<file path="config.mk">
export PLATFORM = sky130hd
export DESIGN_NAME = dm_access_unit
export DESIGN_NICKNAME = d
export VERILOG_FILES = /design/src/rtl/dm_access_unit_pkg.sv /design/src/rtl/dm_access_unit_load_ext.sv /design/src/rtl/dm_access_unit.sv
export SDC_FILE = /design/constraint.sdc
export NUM_CORES = 1
export LEC_CHECK = 0
export BUFFER_PORTS_ARGS = -buffer_cell sky130_fd_sc_hd__buf_2
export CAP_MARGIN = 20
export CORE_MARGIN = 3
export CORE_UTILIZATION = 45
export DETAILED_ROUTE_END_ITERATION = 8
export PLACE_DENSITY = 0.8
export SLEW_MARGIN = 20
export SYNTH_ARGS = -nofsm -noshare
export SYNTH_HDL_FRONTEND = slang
export SYNTH_HIERARCHICAL = 1
export SYNTH_SLANG_ARGS = --single-unit
</file>
<file path="constraint.sdc">
create_clock -name clk -period 2.5 [get_ports clk]
set_input_delay 0.5 -clock clk [delete_from_list [all_inputs] [get_ports clk]]
set_output_delay 0.5 -clock clk [all_outputs]
set_load 0.01 [all_outputs]
</file>
<file path="src/rtl/dm_access_unit_pkg.sv">
// Shared encodings for the data-memory access stage:
// DMRe/DMWr codes, FSM states, size helpers.
package dm_access_unit_pkg;

  localparam logic [2:0] DMRE_NOP = 3'd0;
  localparam logic [2:0] DMRE_LB  = 3'd1;
  localparam logic [2:0] DMRE_LBU = 3'd2;
  localparam logic [2:0] DMRE_LH  = 3'd3;
  localparam logic [2:0] DMRE_LHU = 3'd4;
  localparam logic [2:0] DMRE_LW  = 3'd5;

  localparam logic [1:0] DMWR_NOP = 2'd0;
  localparam logic [1:0] DMWR_SB  = 2'd1;
  localparam logic [1:0] DMWR_SH  = 2'd2;
  localparam logic [1:0] DMWR_SW  = 2'd3;

  typedef enum logic [1:0] {
    DMA_IDLE = 2'd0,
    DMA_BUSY = 2'd1,
    DMA_DONE = 2'd2
  } dma_state_e;

  localparam logic [1:0] SZ_B = 2'd0;
  localparam logic [1:0] SZ_H = 2'd1;
  localparam logic [1:0] SZ_W = 2'd2;

  function automatic logic [1:0] acc_size(
    input logic       is_st,
    input logic [2:0] dmre,
    input logic [1:0] dmwr
  );
    logic [1:0] sz;
    sz = SZ_W;
    if (is_st) begin
      if (dmwr == DMWR_SB) sz = SZ_B;
      else if (dmwr == DMWR_SH) sz = SZ_H;
    end else begin
      if (dmre == DMRE_LB || dmre == DMRE_LBU)
        sz = SZ_B;
      else if (dmre == DMRE_LH || dmre == DMRE_LHU)
        sz = SZ_H;
    end
    return sz;
  endfunction

  function automatic logic [3:0] lane_be(
    input logic [1:0] sz,
    input logic [1:0] a
  );
    logic [3:0] be;
    be = 4'b1111;
    if (sz == SZ_B) be = 4'b0001 << a;
    else if (sz == SZ_H) be = a[1] ? 4'b1100 : 4'b0011;
    return be;
  endfunction

  function automatic logic [31:0] lane_rep(
    input logic [1:0]  sz,
    input logic [31:0] w
  );
    logic [31:0] r;
    r = w;
    if (sz == SZ_B) r = {4{w[7:0]}};
    else if (sz == SZ_H) r = {2{w[15:0]}};
    return r;
  endfunction

endpackage

</file>
<file path="src/rtl/dm_access_unit_load_ext.sv">
// dm_load_ext: picks the addressed lane of a read word and extends it.
// Ports: word (bus word), a (addr[1:0]), dmre (load type), res (result).
module dm_load_ext
  import dm_access_unit_pkg::*;
(
  input  logic [31:0] word,
  input  logic [1:0]  a,
  input  logic [2:0]  dmre,
  output logic [31:0] res
);

  logic [7:0]  b;
  logic [15:0] h;

  assign b = word[{a, 3'b000} +: 8];
  assign h = a[1] ? word[31:16] : word[15:0];

  always_comb begin
    res = word;
    unique case (dmre)
      DMRE_LB:  res = {{24{b[7]}}, b};
      DMRE_LBU: res = {24'd0, b};
      DMRE_LH:  res = {{16{h[15]}}, h};
      DMRE_LHU: res = {16'd0, h};
      default:  res = word;
    endcase
  end

endmodule

</file>
<file path="src/rtl/dm_access_unit.sv">
// Data-memory access stage: stalls the core while a byte-enabled
// req/ack bus transfer runs, then returns the extended load result.
// Ports: clk, rst (sync, active-high); DMRe/DMWr/addr/wdata from decode
// and ALU; rdata/stall/bus_err/align_err to the core; mem_* bus.
// Optional macro DM_ALIGN_CHK_EN: trap misaligned half/word accesses.
module dm_access_unit
  import dm_access_unit_pkg::*;
#(
  parameter int TIMEOUT_CYC = 255
) (
  input  logic        clk,
  input  logic        rst,
  input  logic [2:0]  DMRe,
  input  logic [1:0]  DMWr,
  input  logic [31:0] addr,
  input  logic [31:0] wdata,
  output logic [31:0] rdata,
  output logic        stall,
  output logic        bus_err,
  output logic        align_err,
  output logic        mem_req,
  output logic        mem_we,
  output logic [3:0]  mem_be,
  output logic [31:0] mem_addr,
  output logic [31:0] mem_wdata,
  input  logic [31:0] mem_rdata,
  input  logic        mem_ack
);

  localparam logic [8:0] TO9 = 9'(TIMEOUT_CYC);

  dma_state_e  state_q, state_d;
  logic [31:0] addr_q, wdata_q, rdata_q;
  logic [3:0]  be_q;
  logic [2:0]  ld_q;
  logic        we_q, err_q;
  logic [7:0]  cnt_q;

  logic        is_st, is_ld, acc, mis;
  logic        busy, timeout;
  logic [1:0]  sz_in;
  logic [31:0] ext;

  // A store takes precedence over a simultaneous load.
  assign is_st = DMWr != DMWR_NOP;
  assign is_ld = !is_st
              && DMRe >= DMRE_LB
              && DMRe <= DMRE_LW;
  assign acc   = is_st | is_ld;
  assign sz_in = acc_size(is_st, DMRe, DMWr);

  assign busy    = state_q == DMA_BUSY;
  assign timeout = ({1'b0, cnt_q} + 9'd1) >= TO9;

`ifdef DM_ALIGN_CHK_EN
  logic aerr_q;

  assign mis = (sz_in == SZ_H && addr[0])
            || (sz_in == SZ_W && addr[1:0] != 2'b00);

  always_ff @(posedge clk) begin
    if (rst)
      aerr_q <= 1'b0;
    else if (state_q == DMA_IDLE)
      aerr_q <= acc & mis;
  end

  assign align_err = (state_q == DMA_DONE) & aerr_q;
`else
  assign mis       = 1'b0;
  assign align_err = 1'b0;
`endif

  dm_load_ext u_ext (
    .word (mem_rdata),
    .a    (addr_q[1:0]),
    .dmre (ld_q),
    .res  (ext)
  );

  always_comb begin
    state_d = state_q;
    stall   = 1'b0;
    mem_req = 1'b0;
    unique case (state_q)
      DMA_IDLE: begin
        if (acc) begin
          stall   = 1'b1;
          state_d = mis ? DMA_DONE : DMA_BUSY;
        end
      end
      DMA_BUSY: begin
        stall   = 1'b1;
        mem_req = 1'b1;
        if (mem_ack || timeout)
          state_d = DMA_DONE;
      end
      DMA_DONE: state_d = DMA_IDLE;
      default:  state_d = DMA_IDLE;
    endcase
  end

  assign mem_we    = busy & we_q;
  assign mem_be    = busy ? be_q : 4'd0;
  assign mem_addr  = busy ? {addr_q[31:2], 2'b00} : 32'd0;
  assign mem_wdata = busy ? wdata_q : 32'd0;
  assign bus_err   = (state_q == DMA_DONE) & err_q;
  assign rdata     = rdata_q;

  always_ff @(posedge clk) begin
    if (rst) begin
      state_q <= DMA_IDLE;
      addr_q  <= 32'd0;
      wdata_q <= 32'd0;
      rdata_q <= 32'd0;
      be_q    <= 4'd0;
      ld_q    <= DMRE_NOP;
      we_q    <= 1'b0;
      err_q   <= 1'b0;
      cnt_q   <= 8'd0;
    end else begin
      state_q <= state_d;
      case (state_q)
        DMA_IDLE: begin
          if (acc) begin
            addr_q  <= addr;
            wdata_q <= lane_rep(sz_in, wdata);
            be_q    <= lane_be(sz_in, addr[1:0]);
            ld_q    <= is_st ? DMRE_NOP : DMRe;
            we_q    <= is_st;
            err_q   <= 1'b0;
            cnt_q   <= 8'd0;
            if (mis)
              rdata_q <= 32'd0;
          end
        end
        DMA_BUSY: begin
          if (mem_ack) begin
            if (!we_q)
              rdata_q <= ext;
          end else begin
            if (cnt_q != 8'hFF)
              cnt_q <= cnt_q + 8'd1;
            if (timeout) begin
              err_q   <= 1'b1;
              rdata_q <= 32'd0;
            end
          end
        end
        default: ;
      endcase
    end
  end

endmodule
</file>
==> results.json, run 1 <==
{
  "status": "finished clean",
  "power_density_nw_per_um2": 792,
  "fin_crit_ps": 2280,
  "drive_gt1_share_pct": 28.9,
  "die_y_um": 126,
  "clk_latency_ps": 420,
  "drc": 0,
  "ir_worst_vdd_mv": 0.432,
  "arrival_ps": 1780,
  "critical_path_class": "reg2out",
  "antenna_found_initial": 1,
  "start_util_pct": 46.5,
  "avgViaCountPerCell": 5.74,
  "async_flop_share_pct": 0,
  "ys_warn_count": 6,
  "cts.root.buffer_cell": "clkbuf_16",
  "core.rowCount": 43,
  "h-tree-depth": 4,
  "wire_per_inst_um": 16.7,
  "wl_met2_um": 9430,
  "dr.max_layer_used": "met5",
  "whs_ps": 313,
  "p_leak_nw": 3.73,
  "dp.cells": 1145,
  "route.vias.total": 6750,
  "wirelength_um": 19600,
  "clock.fmax_ghz": 0.438,
  "yosys.area.top_type": "dfxtp_1",
  "ys_top_cells_by_count": "nand2_1 (144), dfxtp_1 (115), a21oi_1 (71), and2_1 (69), o22ai_1 (42)",
  "syn_area_um2": 6530,
  "crit_fanout": 67,
  "finalSetupViolations": 0,
  "slew_headroom_pct": 27.1,
  "grt_max_degree": 68,
  "worstHoldEndpoint": "addr_q[6]",
  "clkSinkCount": 115,
  "cts_buffer_depth": 2,
  "synth_seq_cells": 115,
  "post-route-period-util_pct": 91.4,
  "hp-start": "addr[6]",
  "ys_types": 65,
  "synth_most_common_cell": "nand2_1",
  "yosys.area.top_type_share_pct": 35.3,
  "gp_congestion": 0.923,
  "portBuffers": 205,
  "drv_slew": 0,
  "maxCapViolCount": 0,
  "die_x_um": 126,
  "grt_pass1_vias": 6206,
  "rr_endpoint": "rdata[28]",
  "dp_hpwl_um": 13700,
  "post_cts_resized": 0,
  "yosys_most_used_dff": "dfxtp_1",
  "cts_tree": "yes",
  "synth.avg_cell_area_um2": 8.07,
  "hold_class": "in2reg",
  "finalSetupTns_ps": 0,
  "grt.total_usage_pct": 23.9,
  "tightestPinTransition_ps": 1090,
  "area_delta_synth_final_pct": 26.5,
  "drtIter0Drc": 565,
  "r2r_start": "ld_q[0]",
  "reg2regPathDepth": 5,
  "fin_skew_ps": 7.86,
  "critPathRequiredTime_ps": 2000,
  "dieArea_um2": 16000,
  "final_hold_viol_count": 0,
  "coreArea_um2": 14000,
  "netlist_instances": 809,
  "wl_met1_um": 7840,
  "path_clk_slew_ps": 50,
  "grt_pass1_wl_um": 31300,
  "holdBufCountCts": 0,
  "grt.overflow.total": 0,
  "finish.net_count": 1092,
  "yosysSeqAreaShare_pct": 35.3,
  "hold_depth": 3,
  "instances_no_fill": 1176,
  "synth-edff-count": 0,
  "dr.pass1.iters": 7,
  "synth_area_leaders": "dfxtp_1 (35%), nand2_1 (8.3%), and2_1 (6.6%), a21oi_1 (5.4%), nand3b_1 (4.4%)",
  "rsz0062_at_grt": "false",
  "cts_setup_buffers": 0,
  "diodes": 0,
  "drtAntennaViolNets": 0,
  "end_kind": "output pin",
  "wl_met3_um": 1950,
  "startpoint_type": "register",
  "pin_count": 209,
  "reg2reg_slack_ps": 240,
  "cts-buffers-inserted": 17
}
## how the worst max path moves through the flow
stage,from,end,slack [ps],depth (start not counted)
global placement,DMWr[0],wdata_q[24],320,9
floorplan,DMWr[0],wdata_q[10],530,8
CTS,state_q[1],mem_addr[2],220,5
finish,state_q[1],mem_wdata[6],220,5
detailed placement,DMWr[0],wdata_q[29],260,10
global route,ld_q[0],rdata[28],60,5
## layer usage
| layer | track usage (%) | vias to the layer above |
|---|---|---|
| li1 | - | 3247 |
| met2 | 38.7 | 320 |
| met5 | 0 | - |
| met1 | 29.4 | 3144 |
| met3 | 8.93 | 37 |
| met4 | 8.26 | 2 |
## state kept, by name, summed over array words and instances, names as in the netlist
signal   count
rdata       32
be_q         4
state_q      2
wdata_q     32
ld_q         3
cnt_q        8
err_q        1
we_q         1
addr_q      32
## power by group
| part | leakage [nW] | total, mW | switching [mW] | internal (mW) |
|---|---|---|---|---|
| clock | 0.305 | 2.59 | 0.854 | 1.73 |
| sequential | 0.947 | 2.24 | 0.158 | 2.08 |
| combinational | 2.48 | 1.72 | 1.01 | 0.712 |
## per-stage QoR
step / total power, mW / instance area, µm² / worst slack (ps) / utilization, %
after floorplan: 3.43 / 6540 / 534 / -
after global placement: 3.95 / 7630 / 319 / 54.4
after detailed placement: 3.98 / 7630 / 258 / 54.4
after CTS: 6.57 / 8260 / 220 / 58.8
after global routing: 6.87 / 8260 / 57.5 / 58.8
final: 6.55 / 8260 / 215 / 58.8
## layout make-up
| cell class | count | area [µm²] |
|---|---|---|
| Tap cell | 180 | 225 |
| Sequential cell | 115 | 2300 |
| Clock inverter | 10 | 155 |
| Clock buffer | 21 | 470 |
| Multi-Input combinational cell | 612 | 3780 |
| Inverter | 8 | 30.0 |
| Fill cell | 1255 | 5780 |
| Timing Repair Buffer | 230 | 1290 |
## kinds of logic after synthesis
kind of cell / count (synthesis) / share of synthesized area [%]
AND/OR/NAND/NOR: 322 / 25.3
AO/OA/AOI/OAI: 265 / 28.6
flip-flops: 115 / 35.3
buffers and inverters: 84 / 7.17
multiplexers: 14 / 2.34
adder cells (fa/ha/maj): 4 / 0.767
XOR/XNOR: 4 / 0.537
other: 1 / 0.0574
## layout by cell type (no fill, tap or decap), drive strengths merged, types with 9 or more instances in the layout
cell and count:
a211o 10, a211oi 9, a21o 24, a21oi 80, a22oi 32, a311oi 11, and2 69, buf 230
clkbuf 21, dfxtp 115, mux2i 13, nand2 146, nand3b 38, nor2 35, o21ai 23, o22ai 42
## worst max-delay path, cell delays in order (launching register included)
cell and delay [ps]:
dfxtp_1 410, nand2b_1 160, clkinv_1 190, buf_12 250, and2_1 200, buf_2 150
Note: power is estimated with default switching activity, not from simulation.
==> inputs of run 2 (changes only) <==
Settings changed: CAP_MARGIN 20 to default.
Clock period 2.5 ns to 2.2 ns, I/O delays scaled along.
==> results.json, run 2 (same netlist as run 1, synthesis figures left out) <==
{
  "status": "finished clean",
  "h-tree-depth": 4,
  "finish.net_count": 1098,
  "critical_path_class": "reg2reg",
  "route.vias.total": 6825,
  "drtAntennaViolNets": 0,
  "cp.buffers_inverters": 1,
  "wire_per_inst_um": 16.7,
  "fin_skew_ps": 8.98,
  "clk_latency_ps": 410,
  "final_hold_viol_count": 0,
  "grt_pass1_wl_um": 31300,
  "maxCapViolCount": 0,
  "path_cells": "mux4_2, nor2_1, a311oi_4, buf_4, a21o_1, a22oi_1, o22ai_1",
  "combPwrFrac_pct": 27.4,
  "p_seq_share_pct": 35.2,
  "antenna_found_initial": 0,
  "power_frac_clock_pct": 37.4,
  "pin_count": 209,
  "cts.root.buffer_cell": "clkbuf_16",
  "core.rowCount": 43,
  "avgViaCountPerCell": 5.78,
  "drive_gt1_share_pct": 29.6,
  "area_delta_synth_final_pct": 27.1,
  "startpoint_type": "register",
  "portBuffers": 205,
  "sw_frac_of_total_pct": 31.2,
  "hold_depth": 3,
  "p_leak_nw": 3.76,
  "final_common_cell": "buf_2",
  "critPathRequiredTime_ps": 2460,
  "hold_class": "in2reg",
  "rsz0062_at_grt": "false",
  "grt.overflow.total": 0,
  "internal_power_mw": 4.98,
  "die_y_um": 126,
  "drc": 0,
  "grt_max_degree": 97,
  "grt.total_usage_pct": 23.9,
  "crit_family": "multiplexers",
  "path_clk_slew_ps": 50,
  "start_util_pct": 46.5,
  "finalSetupTns_ps": 0,
  "crit_slowest_cell": "mux4_2",
  "slowest_delay_ps": 540,
  "switchingPower_mw": 2.26,
  "post-route-period-util_pct": 95.7,
  "coreArea_um2": 14000,
  "clock.fmax_ghz": 0.475,
  "slew_headroom_pct": 42.8,
  "drv_slew": 0,
  "cts-buffers-inserted": 17,
  "drtIter0Drc": 702,
  "dp_hpwl_um": 13300,
  "grt_pass1_vias": 6266,
  "power_density_nw_per_um2": 873,
  "reg2regPathDepth": 7,
  "fin_crit_ps": 2110,
  "ir_worst_vdd_mv": 0.632,
  "final_cell_mix": "buf_2 (204), nand2_1 (144), dfxtp_1 (114), a21oi_1 (71), and2_1 (69)",
  "finalSetupViolations": 0,
  "die_x_um": 126,
  "power.total_mw": 7.25,
  "diodes": 0,
  "dr.pass1.iters": 5,
  "end_kind": "register",
  "dieArea_um2": 16000,
  "crit_fanout": 16,
  "path_depth": 7,
  "gp_congestion": 0.921,
  "clkSinkCount": 115,
  "cts_tree": "yes",
  "wirelength_um": 19700,
  "arrival_ps": 2370,
  "cts_buffer_depth": 2,
  "tightestPinTransition_ps": 858
}
[run 2: changes by cell type in the layout (fill, tap and decap cells not counted), sizes merged]
cell	change
clkinv	-2
clkbuf	+4
bufinv	-2
inv	+1
clkinvlp	-2
buf	+5
[run 2: worst reg2reg max path, cell delays in order, from the launching register on]
cell      delay, ps
dfxtp_1         440
mux4_2          550
nor2_1          210
a311oi_4         70
buf_4           210
a21o_1          170
a22oi_1         200
o22ai_1         110
[run 2: repair_timing]
| action | in CTS | in global routing |
|---|---|---|
| gates cloned | 0 | 1 |
| resized for setup | 1 | 5 |
| endpoints found under the setup margin | 62 | 70 |
| buffers inserted | 0 | 0 |
| hold buffers | 0 | 0 |
[run 2: routing by layer]
| layer | track usage [%] | vias to the layer above | share of wire (%) |
|---|---|---|---|
| met5 | 0 | - | 0 |
| met4 | 9.46 | 0 | 3.2 |
| met3 | 8.72 | 56 | 11 |
| met1 | 30.2 | 3130 | 40 |
| met2 | 37.1 | 391 | 46 |
| li1 | - | 3248 | - |
[run 2: stage by stage]
| stage | util, % | std cells | instance area, µm² | hold WS (ps) | setup slack, ps |
|---|---|---|---|---|---|
| 2_1_floorplan | - | 811 | 6540 | 432 | 293 |
| 3_3_place_gp | 54.6 | 1150 | 7670 | 437 | 107 |
| 3_5_place_dp | 54.7 | 1150 | 7680 | 442 | 95.7 |
| 4_1_cts | 58.8 | 1179 | 8260 | 249 | 47.9 |
| 5_1_grt | 59.1 | 1180 | 8300 | 251 | 1.79 |
| 6_report | 59.1 | 1180 | 8300 | 260 | 94.5 |
[run 2: cell type report]
cell class	instances	area, µm²
tap	180	225
fill	1244	5740
clock inverter	5	75.1
clock buffer	24	502
inverter	8	32.5
timing repair buffer	236	1350
sequential	115	2300
multi-input combinational	612	3810
[run 2: path summary, 6_finish.rpt]
| check | slack, ps | start | endpoint |
|---|---|---|---|
| max | 90 | addr_q[1] | rdata[31] |
| min | 260 | addr[17] | addr_q[17] |
| max reg2reg | 90 | addr_q[1] | rdata[31] |
| min reg2reg | 450 | addr_q[9] | addr_q[9] |
[run 2: power by group through the flow]
stage          registers (mW)  logic (mW)  clock network, mW
5_1_grt                  2.58        2.19               2.84
2_1_floorplan            2.56        1.34                  0
3_3_place_gp             2.57        1.91                  0
3_5_place_dp             2.58        1.93                  0
6_report                 2.55        1.99               2.71
4_1_cts                  2.54        1.94               2.74
==> inputs of run 3 (changes only) <==
Settings changed: GPL_TIMING_DRIVEN from default to 0.
==> results.json, run 3 (same netlist as run 1, synthesis figures left out) <==
{
  "crit_fanout": 7,
  "maxCapViolCount": 0,
  "grt_pass1_wl_um": 34100,
  "route.vias.total": 7149,
  "dr.max_layer_used": "met5",
  "antenna_found_initial": 1,
  "h-tree-depth": 4,
  "core.rowCount": 43,
  "cts-buffers-inserted": 17,
  "wl_met2_um": 10500,
  "finalSetupViolations": 0,
  "coreArea_um2": 14000,
  "wire_per_inst_um": 17.7,
  "pin_count": 209,
  "cts.root.buffer_cell": "clkbuf_16",
  "fin_crit_ps": 2170,
  "post-route-period-util_pct": 98.4,
  "drive_gt1_share_pct": 31.6,
  "finish.net_count": 1149,
  "arrival_ps": 1730,
  "grt_max_degree": 17,
  "drtAntennaViolNets": 0,
  "end_kind": "output pin",
  "post-route-util_pct": 60.8,
  "dp.cells": 1193,
  "diodes": 0,
  "wl_met3_um": 2030,
  "clock.fmax_ghz": 0.462,
  "path_cells": "nand2b_4, buf_6, clkinvlp_4, buf_8, buf_4, and2_1, buf_2",
  "crit_slowest_cell": "dfxtp_4",
  "dr.pass1.iters": 6,
  "dieArea_um2": 16000,
  "final_area_um2": 8540,
  "whs_ps": 254,
  "start_util_pct": 46.5,
  "cts_buffer_depth": 2,
  "grt.total_usage_pct": 26.2,
  "tightestPinTransition_ps": 612,
  "drc": 0,
  "power_density_nw_per_um2": 863,
  "dpl_cell_area_um2": 7770,
  "drv_slew": 0,
  "final_cell_mix": "buf_2 (220), nand2_1 (144), dfxtp_1 (112), a21oi_1 (71), and2_1 (64)",
  "cts_tree": "yes",
  "dp_hpwl_um": 15900,
  "wl_met1_um": 8840,
  "status": "finished clean",
  "startpoint_type": "register",
  "grt.overflow.total": 0,
  "die_y_um": 126,
  "avgViaCountPerCell": 5.79,
  "critical_path_class": "reg2out",
  "fin_skew_ps": 9.09,
  "instances_no_fill": 1234,
  "clkSinkCount": 115,
  "final_common_cell": "buf_2",
  "grt_pass1_vias": 6604,
  "holdBufCountCts": 0,
  "portBuffers": 202,
  "area_delta_synth_final_pct": 30.8,
  "slew_headroom_pct": 59.2,
  "path_clk_slew_ps": 60,
  "drtIter0Drc": 747,
  "slowest_delay_ps": 350,
  "critPathRequiredTime_ps": 1760,
  "final_hold_viol_count": 0,
  "p_leak_nw": 3.89,
  "ir_worst_vdd_mv": 0.569,
  "wirelength_um": 21800,
  "clk_latency_ps": 420,
  "gp_congestion": 0.958,
  "hold_class": "in2reg",
  "die_x_um": 126
}
-- run 3: cell count changes in the layout (fill, tap and decap cells not counted), sizes merged --
cell      delta
inv          +1
clkinvlp     +2
clkbuf      +27
clkinv       +5
bufinv       -1
buf         +20
-- run 3: per-stage QoR --
stage	power, mW	setup slack [ps]	TNS [ps]
after global placement	4.58	-204	-2050
after CTS	7.29	16.9	0
after detailed placement	4.61	-263	-2650
final	7.36	34.8	0
after global routing	7.71	-31.7	-60.5
after floorplan	3.90	293	0
-- run 3: path summary, 6_finish.rpt --
path | from | cells after the start | to | slack, ps
min | addr[14] | 3 | addr_q[14] | 250
max | state_q[1] | 7 | mem_we | 30
min reg2reg | addr_q[12] | 2 | addr_q[12] | 450
max reg2reg | ld_q[1] | 8 | rdata[5] | 70
-- run 3: final cells by class --
cell class	count	area [µm²]
fillers	1262	5500
repair buffers	212	1100
plain buffers	75	498
clock buffers	20	457
clock inverters	12	106
inverters	8	33.8
multi-input cells	612	3810
flip-flops and latches	115	2310
well taps	180	225
-- run 3: worst max-delay path, delay by kind of cell, from the launching register on --
family / cells / cell delay [ps]
AND/OR/NAND/NOR: 2 / 290
flip-flops: 1 / 350
buffers and inverters: 5 / 680
-- run 3: power by group --
part / total, mW / leakage, nW / switching, mW / internal (mW)
sequential: 2.55 / 0.948 / 0.182 / 2.36
combinational: 2.19 / 2.66 / 1.26 / 0.929
clock: 2.63 / 0.280 / 1.02 / 1.61
-- run 3: routing by layer --
metal / vias to the layer above / GRT usage, %
met5: - / 0
met4: 2 / 7.38
met3: 46 / 6.91
met2: 375 / 43.9
met1: 3359 / 33.4
li1: 3367 / -
-- run 3: what timing repair did --
action                     CTS  global route
pin swaps                    0             3
setup endpoints to repair   68            90
resized for setup           23            33
setup buffers                4             6
